### src/rtl/bin2bcd_serial_pkg.sv
// Shared types and constants for the serial double-dabble binary-to-BCD converter.
// Latency: n/a (declarations only).
// Backpressure: n/a.
package bin2bcd_serial_pkg;

  // Converter control states: waiting, iterating over input bits, result pulse.
  typedef enum logic [1:0] {
    ST_IDLE  = 2'd0,
    ST_SHIFT = 2'd1,
    ST_DONE  = 2'd2
  } state_e;

  // Bits per BCD digit.
  localparam int NIBBLE_W = 4;

  // A digit at or above this value would exceed 9 after doubling, so it gets +3 first.
  localparam logic [NIBBLE_W-1:0] ADD3_THRESH = 4'd5;

  // 10^n, used to flag inputs that do not fit in the available digits.
  function automatic longint unsigned pow10(input int n);
    longint unsigned acc;
    acc = 64'd1;
    for (int i = 0; i < n; i++) begin
      acc = acc * 64'd10;
    end
    return acc;
  endfunction

endpackage

### src/rtl/bcd_digit_adj.sv
// Double-dabble digit correction: adds 3 to a BCD digit that is 5 or more.
// Latency: combinational, zero cycles.
// Backpressure: none; pure function of the input digit.
module bcd_digit_adj
  import bin2bcd_serial_pkg::*;
(
  input  logic [NIBBLE_W-1:0] digit_in,
  output logic [NIBBLE_W-1:0] digit_out
);

  // Pre-shift correction so the following left shift carries cleanly into the next digit.
  always_comb begin
    digit_out = digit_in;
    if (digit_in >= ADD3_THRESH) begin
      digit_out = digit_in + 4'd3;
    end
  end

endmodule

### src/rtl/bin2bcd_serial.sv
// Iterative binary-to-BCD converter (shift-add-3), one input bit per cycle.
// Latency: start accepted at edge N -> done pulse in the cycle after edge N+IN_W.
// Backpressure: start is ignored while busy; a new request is taken in IDLE or in the DONE cycle.
module bin2bcd_serial
  import bin2bcd_serial_pkg::*;
#(
  parameter int IN_W   = 7,
  parameter int DIGITS = 3
) (
  input  logic                       clk,
  input  logic                       rst,
  input  logic                       start,
  input  logic [IN_W-1:0]            bin_in,
  output logic                       busy,
  output logic                       done,
  output logic [NIBBLE_W*DIGITS-1:0] bcd_out,
  output logic                       overflow
);

  localparam int SCR_W = NIBBLE_W * DIGITS;
  localparam int CNT_W = $clog2(IN_W + 1);
  localparam int CAT_W = SCR_W + IN_W;
  localparam longint unsigned LIMIT = pow10(DIGITS);

  state_e           state;
  logic [IN_W-1:0]  bin_reg;
  logic [SCR_W-1:0] scratch;
  logic [SCR_W-1:0] scratch_adj;
  logic [CAT_W-1:0] cat_shift;
  logic [CNT_W-1:0] bit_cnt;
  logic             ovf_pend;
  logic             accept;
  logic             in_ovf;

  // A request is taken when the converter is not iterating; DONE accepts for back-to-back use.
  assign accept = start && ((state == ST_IDLE) || (state == ST_DONE));

  // Values that need more digits than available are flagged; digits then hold value mod 10^DIGITS.
  assign in_ovf = (64'(bin_in) >= LIMIT);

  // One corrector per digit, all operating on the pre-shift scratch value.
  for (genvar g = 0; g < DIGITS; g++) begin : g_adj
    bcd_digit_adj u_adj (
      .digit_in  (scratch[g*NIBBLE_W +: NIBBLE_W]),
      .digit_out (scratch_adj[g*NIBBLE_W +: NIBBLE_W])
    );
  end

  // Shift corrected digits and remaining binary bits as one register; the top digit's carry-out falls off.
  assign cat_shift = {scratch_adj, bin_reg} << 1;

  // Control FSM and datapath registers; reset overrides any request or conversion in flight.
  always_ff @(posedge clk) begin
    if (rst) begin
      state    <= ST_IDLE;
      bin_reg  <= '0;
      scratch  <= '0;
      bit_cnt  <= '0;
      ovf_pend <= 1'b0;
      busy     <= 1'b0;
      done     <= 1'b0;
      bcd_out  <= '0;
      overflow <= 1'b0;
    end else if (accept) begin
      state    <= ST_SHIFT;
      bin_reg  <= bin_in;
      scratch  <= '0;
      bit_cnt  <= CNT_W'(IN_W);
      ovf_pend <= in_ovf;
      busy     <= 1'b1;
      done     <= 1'b0;
    end else begin
      done <= 1'b0;
      case (state)
        ST_SHIFT: begin
          scratch <= cat_shift[CAT_W-1 -: SCR_W];
          bin_reg <= cat_shift[IN_W-1:0];
          bit_cnt <= bit_cnt - CNT_W'(1);
          if (bit_cnt == CNT_W'(1)) begin
            // Final bit consumed: publish the complete result in one step.
            state    <= ST_DONE;
            busy     <= 1'b0;
            done     <= 1'b1;
            bcd_out  <= cat_shift[CAT_W-1 -: SCR_W];
            overflow <= ovf_pend;
          end
        end
        ST_DONE: begin
          state <= ST_IDLE;
        end
        default: begin
          state <= ST_IDLE;
          busy  <= 1'b0;
        end
      endcase
    end
  end

endmodule

### config.mk
export PLATFORM = sky130hd
export DESIGN_NAME = bin2bcd_serial
export DESIGN_NICKNAME = d
export VERILOG_FILES = /design/src/rtl/bin2bcd_serial_pkg.sv /design/src/rtl/bcd_digit_adj.sv /design/src/rtl/bin2bcd_serial.sv
export SDC_FILE = /design/constraint.sdc
export NUM_CORES = 1
export LEC_CHECK = 0
export CAP_MARGIN = 15
export CORE_ASPECT_RATIO = 0.7
export CORE_UTILIZATION = 35
export CTS_CLUSTER_SIZE = 28
export DETAILED_ROUTE_END_ITERATION = 7
export PLACE_DENSITY_LB_ADDON = 0.3
export SLEW_MARGIN = 30
export SYNTH_ARGS = -nofsm -noshare
export SYNTH_HDL_FRONTEND = slang
export SYNTH_SLANG_ARGS = --single-unit
### constraint.sdc
create_clock -name clk -period 4.2 [get_ports clk]
set_input_delay 0.84 -clock clk [delete_from_list [all_inputs] [get_ports clk]]
set_output_delay 0.84 -clock clk [all_outputs]
set_load 0.01 [all_outputs]
== Word level (Yosys, flattened, before mapping) ==
Cells that the tools add are included.

* Register bits: 38
* Latch bits: 0
* Bits in writable memories: 0
* Memory bits (read-only): 0
* Input bits: 10
* Output and inout port bits: 15
* Logic and storage cells: 44
* Memories kept: 0

* $add $sub $neg: 4
* Multiply operators: 0
* Div/mod/pow operators: 0
* Magnitude comparators: 3
* Equal/unequal tests: 5
* Shift operators: 0
* Mux-type cells: 14
* Bitwise gates (word level): 2
* Reductions and logical operators: 8

{| class="wikitable"
|+ Operator list
! kind !! count
|-
| 2-to-1 mux 7 bit || 2
|-
| >= comparator 4 x 3 -> 1 bit (second input constant) || 3
|-
| 2-to-1 mux 3 bit || 3
|-
| adder 4 x 2 -> 4 bit (second input constant) || 2
|-
| 2-to-1 mux 4 bit || 2
|-
| 2-to-1 mux 1 bit || 6
|-
| adder 3 x 2 -> 3 bit (second input constant) || 1
|-
| == test 3 x 1 -> 1 bit (second input constant) || 1
|-
| inequality test 3 bit (second input constant) || 1
|-
| AND reduction 3 bit || 1
|-
| OR reduction 3 bit || 1
|-
| subtractor 3 x 1 -> 3 bit (second input constant) || 1
|-
| == test 2 x 1 -> 1 bit (second input constant) || 1
|-
| == test 2 bit (second input constant) || 1
|-
| logical NOT 2 bit || 1
|-
| inequality test 2 bit (second input constant) || 1
|-
| NOT 1 bit || 2
|-
| case mux 1 bit (2 select lines) || 1
|-
| AND reduction 2 bit || 1
|-
| nonzero test 2 bit || 1
|-
| OR reduction 2 bit || 1
|-
| logical AND 1 bit || 1
|-
| logical OR 1 bit || 1
|}

== Longest topological paths before layout ==
* Word-level depth: 5
* Depth in mapped cells: 7
* Depth with buffers taken out: 6

== Modules after synthesis ==
A second synthesis with hierarchy kept.

* Cell total of the unflattened synthesis: 198
* Area, all modules: 1710.4 µm²

{| class="wikitable"
|+ By module, submodules not included
! module !! instances !! cells each !! area each (µm²) !! sequential area each (µm²)
|-
| bin2bcd_serial || 1 || 150 || 1406.3 || 760.7
|-
| bcd_digit_adj || 3 || 16 || 101.3 || 0.0
|}

== Least setup slack after synthesis ==
OpenSTA, ideal clock, no wires.

* Kind: input to register
* Start point: in rst
* End point: reg bcd_out[9]
* Library setup time: 0.133 ns
* Arrival time: 1.542 ns
* Data required time: 4.067 ns
* Setup slack: 2.526 ns
* Stages: 4
* Buffers on the path: 2
* Cells stage by stage: clkbuf_1 > clkbuf_1 > nand4b_1 > o311ai_1

{| class="wikitable"
|+ RTL lines
! item !! line !! RTL
|-
| start, declared || bin2bcd_serial.sv:11 || <nowiki>input logic rst,</nowiki>
|-
| end signal, assigned || bin2bcd_serial.sv:84 || <nowiki>bcd_out <= cat_shift[CAT_W-1 -: SCR_W];</nowiki>
|-
| end, declared || bin2bcd_serial.sv:16 || <nowiki>output logic [NIBBLE_W*DIGITS-1:0] bcd_out,</nowiki>
|}

== Worst setup path in the final report ==
* Start point: in start
* End point: reg scratch[9]

* Word-level cells in the longest chain between the ends: 2

{| class="wikitable"
|+ Ends and longest elaborated chain
! item !! line !! RTL
|-
| start, declared || bin2bcd_serial.sv:12 || <nowiki>input logic start,</nowiki>
|-
| logical AND 1 bit || bin2bcd_serial.sv:36 || <nowiki>assign accept = start && ((state == ST_IDLE) || (state == ST_DONE));</nowiki>
|-
| OR reduction 2 bit (no source line) || n/a ||
|-
| end signal, assigned || bin2bcd_serial.sv:76 || <nowiki>scratch <= cat_shift[CAT_W-1 -: SCR_W];</nowiki>
|-
| end, declared || bin2bcd_serial.sv:27 || <nowiki>logic [SCR_W-1:0] scratch;</nowiki>
|}

No other way between the ends.
A chain may end at the register's enable or synchronous reset.

==> results.ini <==
[sta]
clock_skew_ns = 0.00312
slew_headroom_pct = 49.2
fmax_mhz = 419
setup_viol = 0
finalCriticalPeriod_ns = 2.38
worst-slew-pin-transition_ns = 0.761
fin_tns_setup_ns = 0
hold_violations = 0
drv_slew = 0
rsz0062_at_grt = false
finalCritPeriodShare_pct = 56.8

[global_route]
grt_util_all_layers_pct = 15.6
grt_max_degree = 30
grt_pass1_vias = 1250
grt_pass1_wl_um = 5970
antenna_found_initial = 0
grt_overflow = 0

[worst_setup_path]
reg2reg_depth = 4
arrival_ns = 2.58
rr_startpoint = state[1]
rr_endpoint = bcd_out[4]
required_ns = 4.39
cp-start-kind = input port
rrSetupSlack_ns = 2.34
cpLargestDelayFamily = simple AND/OR/NAND/NOR gates
path_class = input port to flop
path_cells = clkdlybuf4s50_1 -> nand2b_1 -> nand2b_1 -> or4_1 -> o311ai_0
worst-path-buf-inv = 1
cp_common_cell = nand2b_1
critical_path.slowest_cell = or4_1
slowest_delay_ns = 0.49
cp_max_fo = 13
critPathCaptureType = flop

[placed_design]
place.gp.congestion = 0.826
portBuffers = 23
dp_hpwl_um = 2450
placed_area_sq_um = 1960

[routing]
drt-initial-drc-count = 62
firstDrtPassIters = 4
wl_per_cell_um = 13.4
drc = 0
dr_total_vias = 1374
wirelength_um = 3670
vias_per_cell = 5.01
ant_nets = 0

[hold_path]
hold_class = flop to flop
min_path_cells = 2
min_to = bcd_out[0]
hp-start = bcd_out[0]

[yosys]
yosysSeqAreaShare_pct = 44.4
synth_top_area_share_pct = 44.4
yosysWarningCount = 0
synthTopCellsByCount = dfxtp_1 (38), nor2_1 (20), nand2_1 (17)
syn-cell-area_sq_um = 1710
synth_most_common_cell = dfxtp_1
synth_ff_type = dfxtp_1
synth-seq-cells = 38
synthDistinctLibCells = 33
synthArstFlopShare_pct = 0
synth.avg_cell_area_sq_um = 8.60
synth_fp_nets = 217
yosysTopAreaCell = dfxtp_1
synth_edf_count = 0
synthTopCellsByArea = dfxtp_1 (44%), ha_1 (5.8%), o22ai_1 (5.1%), nand2b_1 (4.4%), nor2_1 (4.4%)
syn_inst = 199

[floorplanning]
start_util_pct = 38.0
num_rows = 20
core-area_sq_um = 4500
die_x_um = 85.6
die_area_sq_um = 5180
die-height_um = 60.5
ios = 25

[cells_and_area]
ff_latch_area_sq_um = 761
fillers = 460
layout-drive-gt1-share_pct = 5.94
multi_input_area_sq_um = 847
diodes = 0
finalInstanceArea_sq_um = 2050
nets = 236
syn_to_final_growth_pct = 19.6

[cts]
path_clk_slew_ns = 0.07
cts-htree-levels = 2
clk_latency_ns = 0.29
numCtsBuffers = 5
cts_tree = built
postCtsHoldBufs = 0
cts_sinks = 38
cts_resized = 0
postCtsSetupBuffers = 0
clockBufferDepth = 2
clockRootBuffer = clkbuf_8

[power]
ir_worst_vdd_mv = 0.159
power_leakage_nw = 0.726
p_total_mw = 0.739
power.density_nw_per_um2 = 361

[run_status]
status = completed

[flow_run]
drv_cap = 0

## worst max path at each step
stage | startpoint | end | slack [ns] | cells after the start
finish | start | scratch[9] | 1.82 | 5
global route | start | scratch[9] | 1.68 | 5
CTS | start | scratch[9] | 1.80 | 5
detailed placement | start | scratch[9] | 1.46 | 5
global placement | start | scratch[9] | 1.52 | 5
floorplan | rst | bcd_out[9] | 2.53 | 4
## power breakdown
part | internal (mW) | total, mW | leakage [nW] | switching, mW
Sequential | 0.377 | 0.387 | 0.310 | 0.0106
Combinational | 0.0394 | 0.0926 | 0.368 | 0.0532
Clock | 0.132 | 0.259 | 0.0482 | 0.126
## cells by family (layout without fill, tap and decap cells)
kind of cell	after synthesis	after routing	synth area share (%)
AO/OA/AOI/OAI	47	47	16.9
XOR/XNOR	3	3	1.54
adder cells (fa/ha/maj)	8	8	5.85
buffers and inverters	23	43	6.07
flip-flops	38	38	44.4
multiplexers	4	4	2.56
other	1	1	0.219
AND/OR/NAND/NOR	75	75	22.4
## tightest hold or removal path, stage by stage (launching register included)
cell     delay (ns)
dfxtp_1        0.32
nand2_1        0.05
a21oi_1        0.05
## per-stage QoR
stage / cells / setup WS [ns] / hold WS, ns / utilization [%]
after floorplan: 199 / 2.53 / 0.445 / -
after global placement: 266 / 1.52 / 0.452 / 43.4
after detailed placement: 266 / 1.46 / 0.461 / 43.4
after CTS: 274 / 1.80 / 0.471 / 45.4
after global routing: 274 / 1.68 / 0.496 / 45.4
final: 274 / 1.82 / 0.469 / 45.4
## cell type report
class	instances	area share [%]
clock inverter	1	0.244
inverter	11	2.02
multi-input combinational	138	41.4
tap	55	3.36
sequential	38	37.2
timing repair buffer	24	11.6
clock buffer	7	4.22
## layer usage
| layer | track usage (%) | share of wire [%] | routed length [um] |
|---|---|---|---|
| met1 | 22.2 | 55 | 2010 |
| met2 | 21.6 | 39 | 1430 |
| met3 | 4.76 | 5.3 | 195 |
| met4 | 7.14 | 1.1 | 39 |
| met5 | 0 | 0 | 0 |
## placed cells by master (no fill, tap or decap), types with 2 or more instances in the layout
cell type | Yosys | routed
dfxtp_1 | 38 | 38
clkdlybuf4s50_1 | 0 | 23
nor2_1 | 20 | 20
nand2_1 | 17 | 17
a21oi_1 | 14 | 14
o22ai_1 | 14 | 14
nand2b_1 | 12 | 12
inv_1 | 11 | 11
a211oi_1 | 8 | 8
nor3_1 | 8 | 8
ha_1 | 8 | 8
o21ai_0 | 6 | 6
clkbuf_8 | 0 | 6
nor3b_1 | 5 | 5
mux2_2 | 3 | 3
nand3_1 | 3 | 3
or3_1 | 2 | 2
xnor2_1 | 2 | 2
and2b_1 | 2 | 2
or4_1 | 2 | 2
a311oi_1 | 2 | 2
(Power assumes the default switching activity.)
